### config.mk
export PLATFORM = sky130hd
export DESIGN_NAME = dpram_rd_ctrl
export DESIGN_NICKNAME = d
export VERILOG_FILES = /design/src/rtl/dpram_rd_ctrl.sv
export SDC_FILE = /design/constraint.sdc
export NUM_CORES = 1
export LEC_CHECK = 0
export CORE_ASPECT_RATIO = 1.25
export CORE_MARGIN = 1.5
export CORE_UTILIZATION = 56
export DETAILED_ROUTE_END_ITERATION = 12
export DONT_BUFFER_PORTS = 1
export PLACE_DENSITY = 0.74
export SYNTH_ARGS = -nofsm -noshare
export SYNTH_HDL_FRONTEND = slang
export SYNTH_SLANG_ARGS = --single-unit
### constraint.sdc
create_clock -name CLOCK -period 2.5 [get_ports CLOCK]
set_input_delay 0.375 -clock CLOCK [delete_from_list [all_inputs] [get_ports CLOCK]]
set_output_delay 0.375 -clock CLOCK [all_outputs]
set_load 0.005 [all_outputs]
### src/rtl/dpram_rd_ctrl.sv
// Read-side controller for the line ping-pong DPRAM: reads a finished page out
// through port A and streams it as back-pressurable pixels with SOF/EOL markers.
module dpram_rd_ctrl #(
  parameter int C_ADDR_W   = 9,
  parameter int C_D_W      = 10,
  parameter int C_LINE_LEN = 250
) (
  input  logic                CLOCK,
  input  logic                RESET_N,
  input  logic                FRAME_SYNC,
  input  logic                LINE_FINISHED,
  input  logic                DPRAM_RD_PAGE,
  output logic [C_ADDR_W-1:0] DPRAM_RD_ADDR,
  input  logic [C_D_W-1:0]    DPRAM_RD_DATA,
  output logic [C_D_W-1:0]    PIX_DATA,
  output logic                PIX_VALID,
  input  logic                PIX_READY,
  output logic                PIX_SOF,
  output logic                PIX_EOL,
  output logic [C_ADDR_W-2:0] LINE_CNT,
  output logic                OVERRUN
);

  localparam int IW = C_ADDR_W - 1;
  localparam logic [IW-1:0] LAST_IDX = IW'(C_LINE_LEN - 1);
  localparam logic [IW-1:0] IDX_ONE  = IW'(1);

  typedef enum logic [1:0] {S_IDLE, S_READ, S_DRAIN} state_t;

  state_t r_state;
  state_t w_state_nxt;

  logic [C_ADDR_W-1:0]      r_addr;
  logic                     r_p1_vld;
  logic                     r_p1_sof;
  logic                     r_p1_eol;
  logic [1:0][C_D_W-1:0]    r_mem_data;
  logic [1:0]               r_mem_sof;
  logic [1:0]               r_mem_eol;
  logic                     r_wptr;
  logic                     r_rptr;
  logic [1:0]               r_cnt;
  logic                     r_sof_arm;
  logic                     r_line_sof;
  logic                     r_line_counted;
  logic [IW-1:0]            r_line_cnt;
  logic                     r_overrun;

  logic                     w_accept;
  logic                     w_issue;
  logic                     w_pop;
  logic                     w_done;
  logic                     w_last;
  logic [IW-1:0]            w_idx;

  // The address register is presented to the DPRAM every cycle; a read only
  // counts as issued when its data will be captured one cycle later.
  always_comb begin
    w_state_nxt = r_state;
    w_idx       = r_addr[IW-1:0];
    w_last      = (w_idx == LAST_IDX);
    w_pop       = (r_cnt != 2'd0) && PIX_READY;
    w_accept    = (r_state == S_IDLE) && LINE_FINISHED;
    w_issue     = (r_state == S_READ) &&
                  (({1'b0, r_cnt} + {2'b00, r_p1_vld}) <= (3'd1 + {2'b00, w_pop}));
    w_done      = (r_state == S_DRAIN) && w_pop && r_mem_eol[r_rptr];
    case (r_state)
      S_IDLE:  if (LINE_FINISHED)     w_state_nxt = S_READ;
      S_READ:  if (w_issue && w_last) w_state_nxt = S_DRAIN;
      S_DRAIN: if (w_done)            w_state_nxt = S_IDLE;
      default:                        w_state_nxt = S_IDLE;
    endcase
  end

  always_ff @(posedge CLOCK or negedge RESET_N) begin
    if (!RESET_N) r_state <= S_IDLE;
    else          r_state <= w_state_nxt;
  end

  // Read address and DPRAM read-latency stage
  always_ff @(posedge CLOCK or negedge RESET_N) begin
    if (!RESET_N) begin
      r_addr   <= '0;
      r_p1_vld <= 1'b0;
      r_p1_sof <= 1'b0;
      r_p1_eol <= 1'b0;
    end else begin
      if (w_accept)
        r_addr <= {DPRAM_RD_PAGE, {IW{1'b0}}};
      else if (w_issue && !w_last)
        r_addr <= {r_addr[C_ADDR_W-1], w_idx + IDX_ONE};
      r_p1_vld <= w_issue;
      r_p1_sof <= w_issue && r_line_sof && (w_idx == '0);
      r_p1_eol <= w_issue && w_last;
    end
  end

  // Two-entry output FIFO; markers travel alongside the pixel
  always_ff @(posedge CLOCK or negedge RESET_N) begin
    if (!RESET_N) begin
      r_mem_data <= '0;
      r_mem_sof  <= '0;
      r_mem_eol  <= '0;
      r_wptr     <= 1'b0;
      r_rptr     <= 1'b0;
      r_cnt      <= 2'd0;
    end else begin
      if (r_p1_vld) begin
        r_mem_data[r_wptr] <= DPRAM_RD_DATA;
        r_mem_sof[r_wptr]  <= r_p1_sof;
        r_mem_eol[r_wptr]  <= r_p1_eol;
        r_wptr             <= ~r_wptr;
      end
      if (w_pop) r_rptr <= ~r_rptr;
      r_cnt <= r_cnt + {1'b0, r_p1_vld} - {1'b0, w_pop};
    end
  end

  // Frame bookkeeping: a sync inside a line excludes that line from LINE_CNT
  always_ff @(posedge CLOCK or negedge RESET_N) begin
    if (!RESET_N) begin
      r_sof_arm      <= 1'b0;
      r_line_sof     <= 1'b0;
      r_line_counted <= 1'b0;
      r_line_cnt     <= '0;
      r_overrun      <= 1'b0;
    end else begin
      if (w_accept) begin
        r_line_sof     <= r_sof_arm | FRAME_SYNC;
        r_sof_arm      <= 1'b0;
        r_line_counted <= 1'b1;
      end else if (FRAME_SYNC) begin
        r_sof_arm      <= 1'b1;
        r_line_counted <= 1'b0;
      end
      if (FRAME_SYNC)
        r_line_cnt <= '0;
      else if (w_done && r_line_counted && (r_line_cnt != '1))
        r_line_cnt <= r_line_cnt + IDX_ONE;
      if (LINE_FINISHED && (r_state != S_IDLE))
        r_overrun <= 1'b1;
      else if (FRAME_SYNC)
        r_overrun <= 1'b0;
    end
  end

  assign DPRAM_RD_ADDR = r_addr;
  assign PIX_DATA      = r_mem_data[r_rptr];
  assign PIX_SOF       = r_mem_sof[r_rptr];
  assign PIX_EOL       = r_mem_eol[r_rptr];
  assign PIX_VALID     = (r_cnt != 2'd0);
  assign LINE_CNT      = r_line_cnt;
  assign OVERRUN       = r_overrun;

endmodule

==> results.md, run 1 <==
- The first routing iteration left 44 violations.
- For this run, the total global-route usage over all layers was measured as 0.202.
- The first-pass GRT wire length is 7890 microns.
- The pin count of the biggest net entering global routing is 55.
- TritonCTS built the clock tree.
- The number of nets with antenna violations after routing is 0.
- The iteration count of the initial detailed-routing pass is 4.
- Of the post-synthesis cell area, the dominant cell type holds 0.528.
- The final-report max-slew violation count was 0.
- Dividing the synthesized area by the synthesized cell count gives 11.5 sq um.
- The slew at the pin closest to its max-slew limit is between 0.6 and 0.7 ns.
- For this run, the number of Yosys warnings is 0.
- The final wirelength is about 4600 microns.
- The number of antenna diodes in the final layout is 0.
- The maximum root-to-sink buffer count is 2.
- IR analysis of the VDD net gives a maximum drop of 0.000657 V.
- The endpoint class of the critical path is a register.
- The area growth from synthesis to final layout is 11.0%.
- For this run, the top clock speed supported by timing is 429 MHz.
- For this design the static power due to leakage is approximately 1.3 nW.
- Of all nets on the critical path, the largest fanout is 6.
- The number of antenna violations at the first check in global routing is 0.
- The die is 63.5 microns wide.
- For the finished layout, the period the worst path requires is about 2.3 ns.
- The largest total area in the synthesized netlist belongs to sky130_fd_sc_hd__dfrtp_1.
- The count of final setup violators is 0.
- The CTS sink count is 54.
- The number of placed I/O pins is 47.
- The cell with the biggest individual delay on the critical path is sky130_fd_sc_hd__fa_1.
- Of the synthesized area, sequential elements account for 0.528.
- The cell chosen for the clock root is sky130_fd_sc_hd__clkbuf_8.
- After clock tree synthesis, the setup repair step added 0 buffers.
- The number of design rule violations left after detail routing is 0.
- The initial core utilization is 0.583.
- In this run the tool buffered the top-level ports with 0 buffer cells.
- In the final design database the tool counted 254 nets.
- The kind of critical path is reg2reg.
- Max-cap violations in this run came to 0.
- The run finished with clean final reports.
- Counting flops with an async set or reset pin after synthesis yields a share of 1.00.
- The most used flip-flop cell after synthesis is sky130_fd_sc_hd__dfrtp_1.
- The synthesized netlist net count is 247.
- The most frequent cell after synthesis is sky130_fd_sc_hd__dfrtp_1.
- Synthesis produced 222 cells.
- The count of different cell masters after synthesis is 35.
- For the worst setup path, the data required time is 2.73 ns.
- The placed instances occupy a cell area of 2650 sq um.
- Clock-pin slew was measured on the worst setup and hold paths at 0.09 ns.
- The wire length per cell is 16.0 microns.
- The final number of hold-violating endpoints is 0.
- The die covers about 5000 sq um.
- The final design area excluding fillers is 2840 sq um.
- The mapped netlist covers 2560 sq um.
- Summed over all nets, the half-perimeter wirelength after detailed placement is 3120 microns.
- In the post-synthesis netlist, the biggest area contributors are sky130_fd_sc_hd__dfrtp_1, sky130_fd_sc_hd__mux2_2, sky130_fd_sc_hd__ha_1, sky130_fd_sc_hd__nand2_1, sky130_fd_sc_hd__mux2i_1.
- The total area inside the core boundary comes to 4390 sq um.
- The number of levels the H-tree was split into is 2.
- For this run the aggregate overflow at the end of global routing stands at 0.
- At the end of routability-driven placement, the weighted congestion stood at 0.871.
- The number of global-route vias before repair is 1,780.
- In this run the worst hold path is classified as in2reg.
- The number of buffers inserted during clock tree synthesis is 5.
- The cell count after placement is between 200 and 300.
- The worst pin sits at a relative slew slack of 0.546.
- Dividing the final minimum period by the clock period gives 0.933.
- On the final layout, the worst clock skew is 0.00827 ns.
- The site row count is 27.
- The die extent in y is 78.6 microns.
- Once layout is complete, the utilization of the core stands at 0.646.
- At the later pin of the worst-skew pair, clock insertion delay measures 0.30 ns.
- The via count of the routed design is roughly 1,700.
- The worst setup path is launched from a register.
- In this run, synthesis inferred 0 flip-flops with an integrated enable.
- The critical path goes through o21ai_1 > inv_1 > fa_1 > or3_1 > a32oi_2 > inv_2 > nand4_1 > mux2i_1.
- The count of non-filler cells in the finished layout is 288.
- Using the TritonRoute via totals, the vias-per-cell ratio works out to 5.91.
- In this run the power density over the cells is 1180 nW/um^2.
- The fraction of final layout cells sized beyond drive strength 1 is 0.239.
- The commonest cells after synthesis are sky130_fd_sc_hd__dfrtp_1, sky130_fd_sc_hd__mux2_2, sky130_fd_sc_hd__nand2_1.
- The number of synthesized register bits is 54.
- The maximum cell stage delay along the critical path is 0.49 ns.
- The worst endpoint data arrival time is roughly 2.6 ns.
==> power breakdown <==
group,switching [W],internal (W),total [W]
clock,0.000269,0.000427,0.000695
sequential,0.000189,0.00116,0.00135
combinational,0.000641,0.000681,0.00132
==> critical path: cells and delay by family, from the launching register on <==
family | cells | cell delay [ns]
AO/OA/AOI/OAI | 2 | 0.49
adder cells (fa/ha/maj) | 1 | 0.49
AND/OR/NAND/NOR | 2 | 0.48
flip-flops | 1 | 0.42
buffers and inverters | 2 | 0.19
multiplexers | 1 | 0.19
==> cell type report <==
class / count / area [sq um]
timing repair buffer: 8 / 82.6
clock inverter: 2 / 60.1
tap: 58 / 72.6
multi-input combinational: 148 / 1140
clock buffer: 6 / 82.6
sequential: 54 / 1350
fill: 338 / 1550
inverter: 12 / 45.0
==> flip-flops by register name, summed over array words and instances (netlist names), 2 cells and up <==
signal / count
r_mem_eol: 2
r_mem_sof: 2
r_mem_data: 20
r_cnt: 2
r_state: 2
LINE_CNT: 8
DPRAM_RD_ADDR: 9
==> path summary, 6_finish.rpt <==
path	end	from	slack, ns	depth (start not counted)
worst max register to register	DPRAM_RD_ADDR[4]	r_cnt[1]	0.17	8
worst max-delay path	DPRAM_RD_ADDR[4]	r_cnt[1]	0.17	8
min in group asynchronous	r_mem_data[13]	RESET_N	0.60	2
worst min-delay path	LINE_CNT[5]	FRAME_SYNC	0.12	1
max in group asynchronous	r_mem_eol[1]	RESET_N	1.67	2
worst min register to register	r_sof_arm	r_sof_arm	0.49	2
==> cells by family (layout without fill, tap and decap cells) <==
family | after synthesis | after routing | synth area share
flops | 54 | 54 | 0.528
compound gates | 32 | 32 | 0.0778
fa+ha+maj | 9 | 9 | 0.0469
xor+xnor | 3 | 3 | 0.0103
mux | 41 | 41 | 0.178
buf+inv | 20 | 28 | 0.0298
simple gates | 63 | 63 | 0.130
==> cells in the final DEF, fill, tap and decap left out, types with 2 or more instances in the layout <==
| master | instances |
|---|---|
| sky130_fd_sc_hd__o31ai_1 | 6 |
| sky130_fd_sc_hd__bufinv_16 | 2 |
| sky130_fd_sc_hd__nand4_1 | 5 |
| sky130_fd_sc_hd__nor3_1 | 3 |
| sky130_fd_sc_hd__nand2_1 | 18 |
| sky130_fd_sc_hd__clkbuf_8 | 6 |
| sky130_fd_sc_hd__or4_1 | 5 |
| sky130_fd_sc_hd__dfrtp_1 | 54 |
| sky130_fd_sc_hd__a21oi_1 | 8 |
| sky130_fd_sc_hd__and3_1 | 3 |
| sky130_fd_sc_hd__mux2_2 | 35 |
| sky130_fd_sc_hd__mux2i_1 | 6 |
| sky130_fd_sc_hd__nand3_1 | 9 |
| sky130_fd_sc_hd__nor2_1 | 9 |
| sky130_fd_sc_hd__xnor2_1 | 2 |
| sky130_fd_sc_hd__or3_1 | 3 |
| sky130_fd_sc_hd__inv_1 | 11 |
| sky130_fd_sc_hd__nor2b_1 | 3 |
| sky130_fd_sc_hd__o21ai_0 | 9 |
| sky130_fd_sc_hd__ha_1 | 8 |
| sky130_fd_sc_hd__o211ai_1 | 3 |
| sky130_fd_sc_hd__buf_4 | 6 |
==> per-layer routing <==
metal  global-route usage  share of wire
met1                0.239           0.42
met2                0.355           0.50
met3               0.0530          0.062
met4               0.0652          0.019
met5                    0              0
==> stage by stage <==
| stage | TNS [ns] | setup slack (ns) | hold slack [ns] | power (W) |
|---|---|---|---|---|
| finish | 0 | 0.167 | 0.119 | 0.00336 |
| global route | -0.0334 | -0.0201 | 0.0959 | 0.00362 |
| floorplan | 0 | 0.0882 | 0.0794 | 0.00227 |
| global placement | 0 | 0.196 | 0.0805 | 0.00256 |
| detailed placement | 0 | 0.152 | 0.0806 | 0.00261 |
| CTS | 0 | 0.129 | 0.107 | 0.00334 |
==> repair_timing <==
| item | in CTS | in global routing |
|---|---|---|
| resized for setup | 0 | 3 |
| hold endpoints to repair | 54 | 0 |
| hold buffers | 2 | 0 |
| endpoints found under the setup margin | 0 | 7 |
(Power assumes the default switching activity.)
==> run 2, diff against run 1 <==
--- a/config.mk
+++ b/config.mk
@@ -10,7 +10,7 @@
 export CORE_UTILIZATION = 56
 export DETAILED_ROUTE_END_ITERATION = 12
 export DONT_BUFFER_PORTS = 1
-export PLACE_DENSITY = 0.74
+export PLACE_DENSITY = 0.77
 export SYNTH_ARGS = -nofsm -noshare
 export SYNTH_HDL_FRONTEND = slang
 export SYNTH_SLANG_ARGS = --single-unit
==> run 2 against run 1 <==
Die area unchanged. Utilization down 0.83 points. Critical path type unchanged. Total power down 6.1%. Clock-buffer cell count unchanged. First-iteration DRC count up 86%. Worst hold slack better by 0.0017 ns. Sequential share of layout area up 0.62 points. Routed wire length down 1.6%.
==> results.md, run 2 (synthesized netlist as in run 1, its figures left out) <==
- The H-tree was split into 2 levels.
- The register with the most flip-flops in the layout has 20 of them.
- The reg-to-reg endpoint is DPRAM_RD_ADDR[5].
- In the global route stage, overall resource usage came out at 0.194.
- The CTS sink count is 54.
- The endpoint of the worst hold-timing path is LINE_CNT[7].
- The worst endpoint data arrival time is 2.61 ns.
- The number of buffers added on ports is 0.
- After clock tree synthesis, the clock-pin slew on the worst setup and hold paths is 0.09 ns.
- The first TritonRoute pass finished after 4 iterations.
- STA classifies the critical path startpoint as a register.
- The final layout contains 254 nets.
- The maximum root-to-sink buffer count is 2.
- The pin count of the biggest net entering global routing is 55.
- Max-cap violations in this run came to 0.
- At the later pin of the worst-skew pair, clock insertion delay measures 0.30 ns.
- For the pin with the worst max-slew slack, the measured transition is ~0.60 ns.
- The library cell used most frequently in the layout, excluding fill and tap cells, is sky130_fd_sc_hd__dfrtp_1.
- The count of cells along the worst hold path is 1.
- The horizontal die dimension is roughly 63 microns.
- On the worst path, the slowest cell contributes a delay of 0.49 ns.
- After detailed routing, the number of remaining DRC violations is 0.
- The wire length per cell is roughly 16 microns.
- The flow ran to the end, and the final reports show no timing, DRC or antenna violations.
- Summed over all cells, the static leakage comes to 1.23 nW.
- The clock tree from TritonCTS is yes.
- The endpoint class of the critical path is a register.
- The first-pass GRT wire length is 7580 microns.
- Across all layers, the routed design uses 1,688 vias.
- Prior to clock tree synthesis, the placed netlist has a worst setup slack of 0.0447 ns.
- The count of non-filler cells in the finished layout is 288.
- The maximum frequency from static timing analysis is 421 MHz.
- The smallest clock period supported by the final layout is computed as 2.37 ns.
- Data on the critical path is required at its endpoint by 2.74 ns.
- Summed over all nets, the half-perimeter wirelength after detailed placement is 3150 microns.
- The number of DRC markers in iteration 0 is 82.
- The final-report max-slew violation count was 0.
- The final design area excluding fillers is around 2800 sq um.
- The relative slew slack is 0.599.
- The count of final setup violators is 0.
- The worst-case register-to-register setup slack is 0.13 ns.
- In this run the worst hold path is classified as in2reg.
- The largest fanout of any net on the critical path is 11.
- The final number of hold-violating endpoints came to 0.
- In the layout the commonest cells are sky130_fd_sc_hd__dfrtp_1, sky130_fd_sc_hd__mux2_2, sky130_fd_sc_hd__nand2_1, sky130_fd_sc_hd__inv_1.
- The total die area is 4990 sq um.
- The cell with the biggest individual delay on the critical path is sky130_fd_sc_hd__fa_1.
- The number of global-route vias before repair is 1,681.
- Counting cells, the worst reg-to-reg path comes to 8.
- The total placed instance area is between 2000 and 3000 sq um.
- The register name with the most flops is r_mem_data.
- Across the VDD grid, the largest voltage drop is 0.000860 V.
- The final wirelength is roughly 4500 microns.
- The leftover overflow at the end of global routing is 0.
- The initial core utilization is 0.583.
- The signal on the critical path passes through o21ai_2 > inv_1 > fa_1 > nor4b_2 > a32oi_1 > buf_4 > or4_1 > a21oi_1.
- The clock arrives with 0.00593 ns of skew.
- The number of buffers inserted during clock tree synthesis is 5.
- The number of vias per cell is 5.86.
- Dividing the final minimum period by the clock period gives 0.949.
- The die extent in y is just under 80 microns.
- The area growth from synthesis to final layout is 9.54%.
- At the end of routability-driven placement, the weighted congestion stood at 0.904.
- The number of nets with antenna violations after routing is 0.
- In this run the core area contains 27 standard-cell rows.
- The region available for standard cell placement spans around 4400 sq um.
- The tightest hold path in the finished design has a slack of 0.120 ns.
- Setup slack closes at roughly 0.13 ns.
- For this design the ratio of total power to cell area is about 1100 nW/um^2.
- The hold path startpoint is FRAME_SYNC.
- 0 antenna diodes ended up in the layout.
- The cell count after placement is about 280.
- The kind of critical path is reg2reg.
- The number of antenna violations at the first check in global routing is 0.
- For this design the top-level I/O count stands at 47.
- In the final layout, the share of cells above drive strength 1 is 0.230.
- The cell chosen for the clock root is sky130_fd_sc_hd__clkbuf_8.
- The worst register-to-register path begins at r_cnt[1].
## run 2: changes by cell type in the layout (fill, tap and decap cells not counted), sizes merged
cell,before,now
bufinv,2,1
clkinvlp,0,1
## run 2: layer usage
metal	wire length [microns]	vias up	track usage
met5	0	-	0
met4	71	0	0.0826
met3	243	9	0.0444
met2	2300	52	0.341
met1	1920	820	0.227
li1	-	807	-
## run 2: power breakdown
part	switching, W	internal (W)	total (W)
Combinational	0.000601	0.000636	0.00124
Clock	0.000274	0.000299	0.000573
Sequential	0.000192	0.00116	0.00135
Total	0.00107	0.00209	0.00316
## run 2: critical path: cells and delay by family, from the launching register on
family                     cells  cell delay, ns
adders and majority gates      1            0.49
and+or+nand+nor                2            0.72
buffers and inverters          2            0.26
AOI/OAI and AO/OA              3            0.42
DFF                            1            0.43
## run 2: how the worst max path moves through the flow
stage             start               end  slack (ns)  cells past startpoint
2_1_floorplan  r_cnt[1]  DPRAM_RD_ADDR[7]        0.09                      8
3_3_place_gp   r_cnt[1]  DPRAM_RD_ADDR[5]        0.16                      8
3_5_place_dp   r_cnt[1]  DPRAM_RD_ADDR[5]        0.04                      8
4_1_cts        r_cnt[1]  DPRAM_RD_ADDR[5]        0.05                      8
5_1_grt        r_cnt[1]  DPRAM_RD_ADDR[5]      -0.007                      8
6_report       r_cnt[1]  DPRAM_RD_ADDR[5]        0.13                      8
## run 2: metrics by stage
step	TNS, ns	total power [W]	util
3_3_place_gp	0	0.00251	0.601
2_1_floorplan	0	0.00227	-
3_5_place_dp	0	0.00256	0.601
6_report	0	0.00316	0.638
5_1_grt	-0.00709	0.00336	0.638
4_1_cts	0	0.00317	0.634
## run 2: area by class of cell
type / count / area, sq um
Clock inverter: 2 / 37.5
Timing Repair Buffer: 8 / 82.6
Tap cell: 58 / 72.6
Fill cell: 338 / 1590
Multi-Input combinational cell: 148 / 1140
Inverter: 12 / 45.0
Clock buffer: 6 / 72.6
Sequential cell: 54 / 1350
## run 2: what timing repair did
item	CTS	global route
setup buffers	0	1
setup endpoints to repair	0	1
hold endpoints to repair	54	0
resized for setup	0	2
hold buffers	2	0
==> run 3, diff against run 2 <==
--- a/config.mk
+++ b/config.mk
@@ -11,6 +11,7 @@
 export DETAILED_ROUTE_END_ITERATION = 12
 export DONT_BUFFER_PORTS = 1
 export PLACE_DENSITY = 0.77
+export REMOVE_ABC_BUFFERS = 1
 export SYNTH_ARGS = -nofsm -noshare
 export SYNTH_HDL_FRONTEND = slang
 export SYNTH_SLANG_ARGS = --single-unit
==> run 3 against run 2 <==
Die area stayed put. Critical path depth shrank 1. Routed wire length up 2.5%. Via count rose by 1.5%. Total power is 3.5% lower. Clock skew hardly changed. Sequential cell count is the same. Non-clock buffer count down 1. Maximum frequency rose by 1.5%. First-iteration DRC count fell by 7.3%. Global-route usage up 0.16 points. Critical endpoint unchanged. Largest power group unchanged.
==> results.md, run 3 (synthesized netlist as in run 1, its figures left out) <==
- The pre-antenna-repair detailed-routing pass consisted of 4 iterations.
- The endpoint class of the critical path is a register.
- The highest layer touched by signal routing is met4.
- Of the available clock period, the critical path in the final layout requires 0.936.
- The number of levels the H-tree was split into is 2.
- After detailed routing, the number of remaining DRC violations is 0.
- The initialized floorplan defines 27 standard-cell rows.
- After the flow finishes, the layout carries non-filler instances totaling 286.
- After detailed routing, the number of vias per cell comes to 5.99.
- The floorplan step defined a die boundary enclosing 4990 sq um.
- VDD sags by at most 0.000625 V.
- The met3 layer wire length in the routed design is 308 microns.
- Port buffering added 0 buffers.
- The pin count of the biggest net entering global routing is 55.
- For the pin with the worst max-slew slack, the measured transition is 0.716 ns.
- The global-route usage over all layers is 0.196.
- The met2 wire length is 2280 microns.
- The cell with the biggest individual delay on the critical path is sky130_fd_sc_hd__or4_1.
- For this block, the initial DRC count from the detailed router was between 70 and 80.
- The total power divided by cell area is 1100 nW/um^2.
- For the worst-skew pair, the clock arrives at the later sink with an insertion delay of ~0.30 ns.
- TritonCTS built the clock tree.
- The final number of hold-violating endpoints is 0.
- The area inside the core boundary is 4390 sq um.
- The number of global-route vias before repair came to 1,613.
- In this run the static leakage power is 1.21 nW.
- The cell chosen for the clock root is sky130_fd_sc_hd__clkbuf_8.
- The first global-routing pass estimated around 7700 microns of wire.
- The die extent in y is 78.6 microns.
- The design draws about 0.003 W.
- Detailed placement ended at an HPWL of 3110 microns.
- Counting along the longest clock path gives a buffer depth of 2.
- The critical path goes through o21ai_1 > inv_1 > fa_1 > nor4b_1 > a32oi_2 > or4_1 > a21oi_1.
- The count of final setup violators is 0.
- The leftover overflow at the end of global routing is 0.
- The maximum cell stage delay along the critical path is 0.51 ns.
- The largest fanout of any net on the critical path is 4.
- The top cell types in the final layout, fill and taps aside, are sky130_fd_sc_hd__dfrtp_1, sky130_fd_sc_hd__mux2_2, sky130_fd_sc_hd__nand2_1, sky130_fd_sc_hd__inv_1.
- The run finished with clean final reports.
- The worst endpoint data arrival time is 2.57 ns.
- After clock tree synthesis, the clock-pin slew on the worst setup and hold paths is 0.09 ns.
- The relative slew slack is 0.519.
- The most common library cell in the layout ignoring fill and taps is sky130_fd_sc_hd__dfrtp_1.
- The CTS sink count is 54.
- Once detail routing completed, the nets flagged for antenna violations numbered 0.
- The startpoint kind of the worst setup timing path is a register.
- The register with the most flip-flops in the layout has 20 of them.
- The type of the worst min-delay path is in2reg.
- The count of nets after finishing is 253.
- The number of antenna violations at the first check in global routing was 0.
- The number of buffers inserted by post-CTS setup repair is 0.
- The horizontal die dimension is about 63 microns.
- The final wirelength is 4650 microns.
- In this run the count of I/O pins placed on the die edge is 47.
- The final-report max-slew violation count is 0.
- After detailed routing, the wire length on met1 is 2010 microns.
- In the final layout, the share of cells above drive strength 1 is 0.219.
- r_mem_data holds more flip-flops than any other register.
- Data on the critical path is required at its endpoint by 2.73 ns.
- Clock skew on the completed layout was measured at between 0.006 and 0.007 ns.
- The via count of the routed design is roughly 1,700.
- The area growth from synthesis to final layout is 7.97%.
- Max-cap violations in this run came to 0.
- The tightest hold margin is 0.124 ns.
- The number of clock buffers added by TritonCTS is 5.
- The number of antenna diodes is 0.
- The minimum period implied by the final worst setup slack is about 2.3 ns.
- The initial utilization of the core area, before any placement, comes to 0.583.
- Timing would allow up to 428 MHz.
- Routability-driven placement finished with a final weighted congestion of 0.773.
- In the final routed layout, each cell accounts on average for 16.2 microns.
- The critical path is of the reg2reg type.
- The cell count after placement is approximately 280.
-- run 3: stage by stage --
stage,TNS [ns],area [sq um],setup WS (ns),utilization
floorplan,-0.805,2530,-0.203,-
global placement,0,2640,0.206,0.601
detailed placement,0,2640,0.109,0.601
CTS,0,2760,0.0928,0.627
global route,-0.0255,2760,-0.0255,0.629
finish,0,2760,0.161,0.629
-- run 3: path summary, 6_finish.rpt --
path,cells past startpoint,startpoint,end,slack (ns)
max in group asynchronous,2,RESET_N,LINE_CNT[7],1.66
setup reg to reg,7,r_cnt[1],DPRAM_RD_ADDR[5],0.16
hold reg to reg,2,r_sof_arm,r_sof_arm,0.48
setup / recovery,7,r_cnt[1],DPRAM_RD_ADDR[5],0.16
min in group asynchronous,2,RESET_N,r_mem_data[1],0.61
hold / removal,1,FRAME_SYNC,LINE_CNT[5],0.12
-- run 3: layout make-up --
class	instances	area, sq um
flip-flops and latches	54	1350
well taps	58	72.6
multi-input cells	148	1140
inverters	12	45.0
clock buffers	6	72.6
repair buffers	7	75.1
fillers	337	1630
clock inverters	1	7.51
-- run 3: where the power goes --
| group | switching (W) | internal (W) |
|---|---|---|
| combinational | 0.000610 | 0.000632 |
| clock | 0.000263 | 0.000193 |
| sequential | 0.000194 | 0.00116 |
-- run 3: critical path: cells and delay by family, from the launching register on --
family,cells,cell delay (ns)
flops,1,0.41
simple gates,2,0.86
buf+inv,1,0.08
compound gates,3,0.46
fa+ha+maj,1,0.47
-- run 3: per-layer routing --
metal | vias up | global-route usage
met4 | 0 | 0.0630
met5 | - | 0
li1 | 805 | -
met2 | 64 | 0.323
met1 | 839 | 0.247
met3 | 6 | 0.0602
-- run 3: repair_timing --
action | 4_1_cts | 5_1_grt
hold endpoints to repair | 54 | 0
hold buffers | 2 | 0
gates resized for setup | 0 | 1
endpoints found under the setup margin | 0 | 3
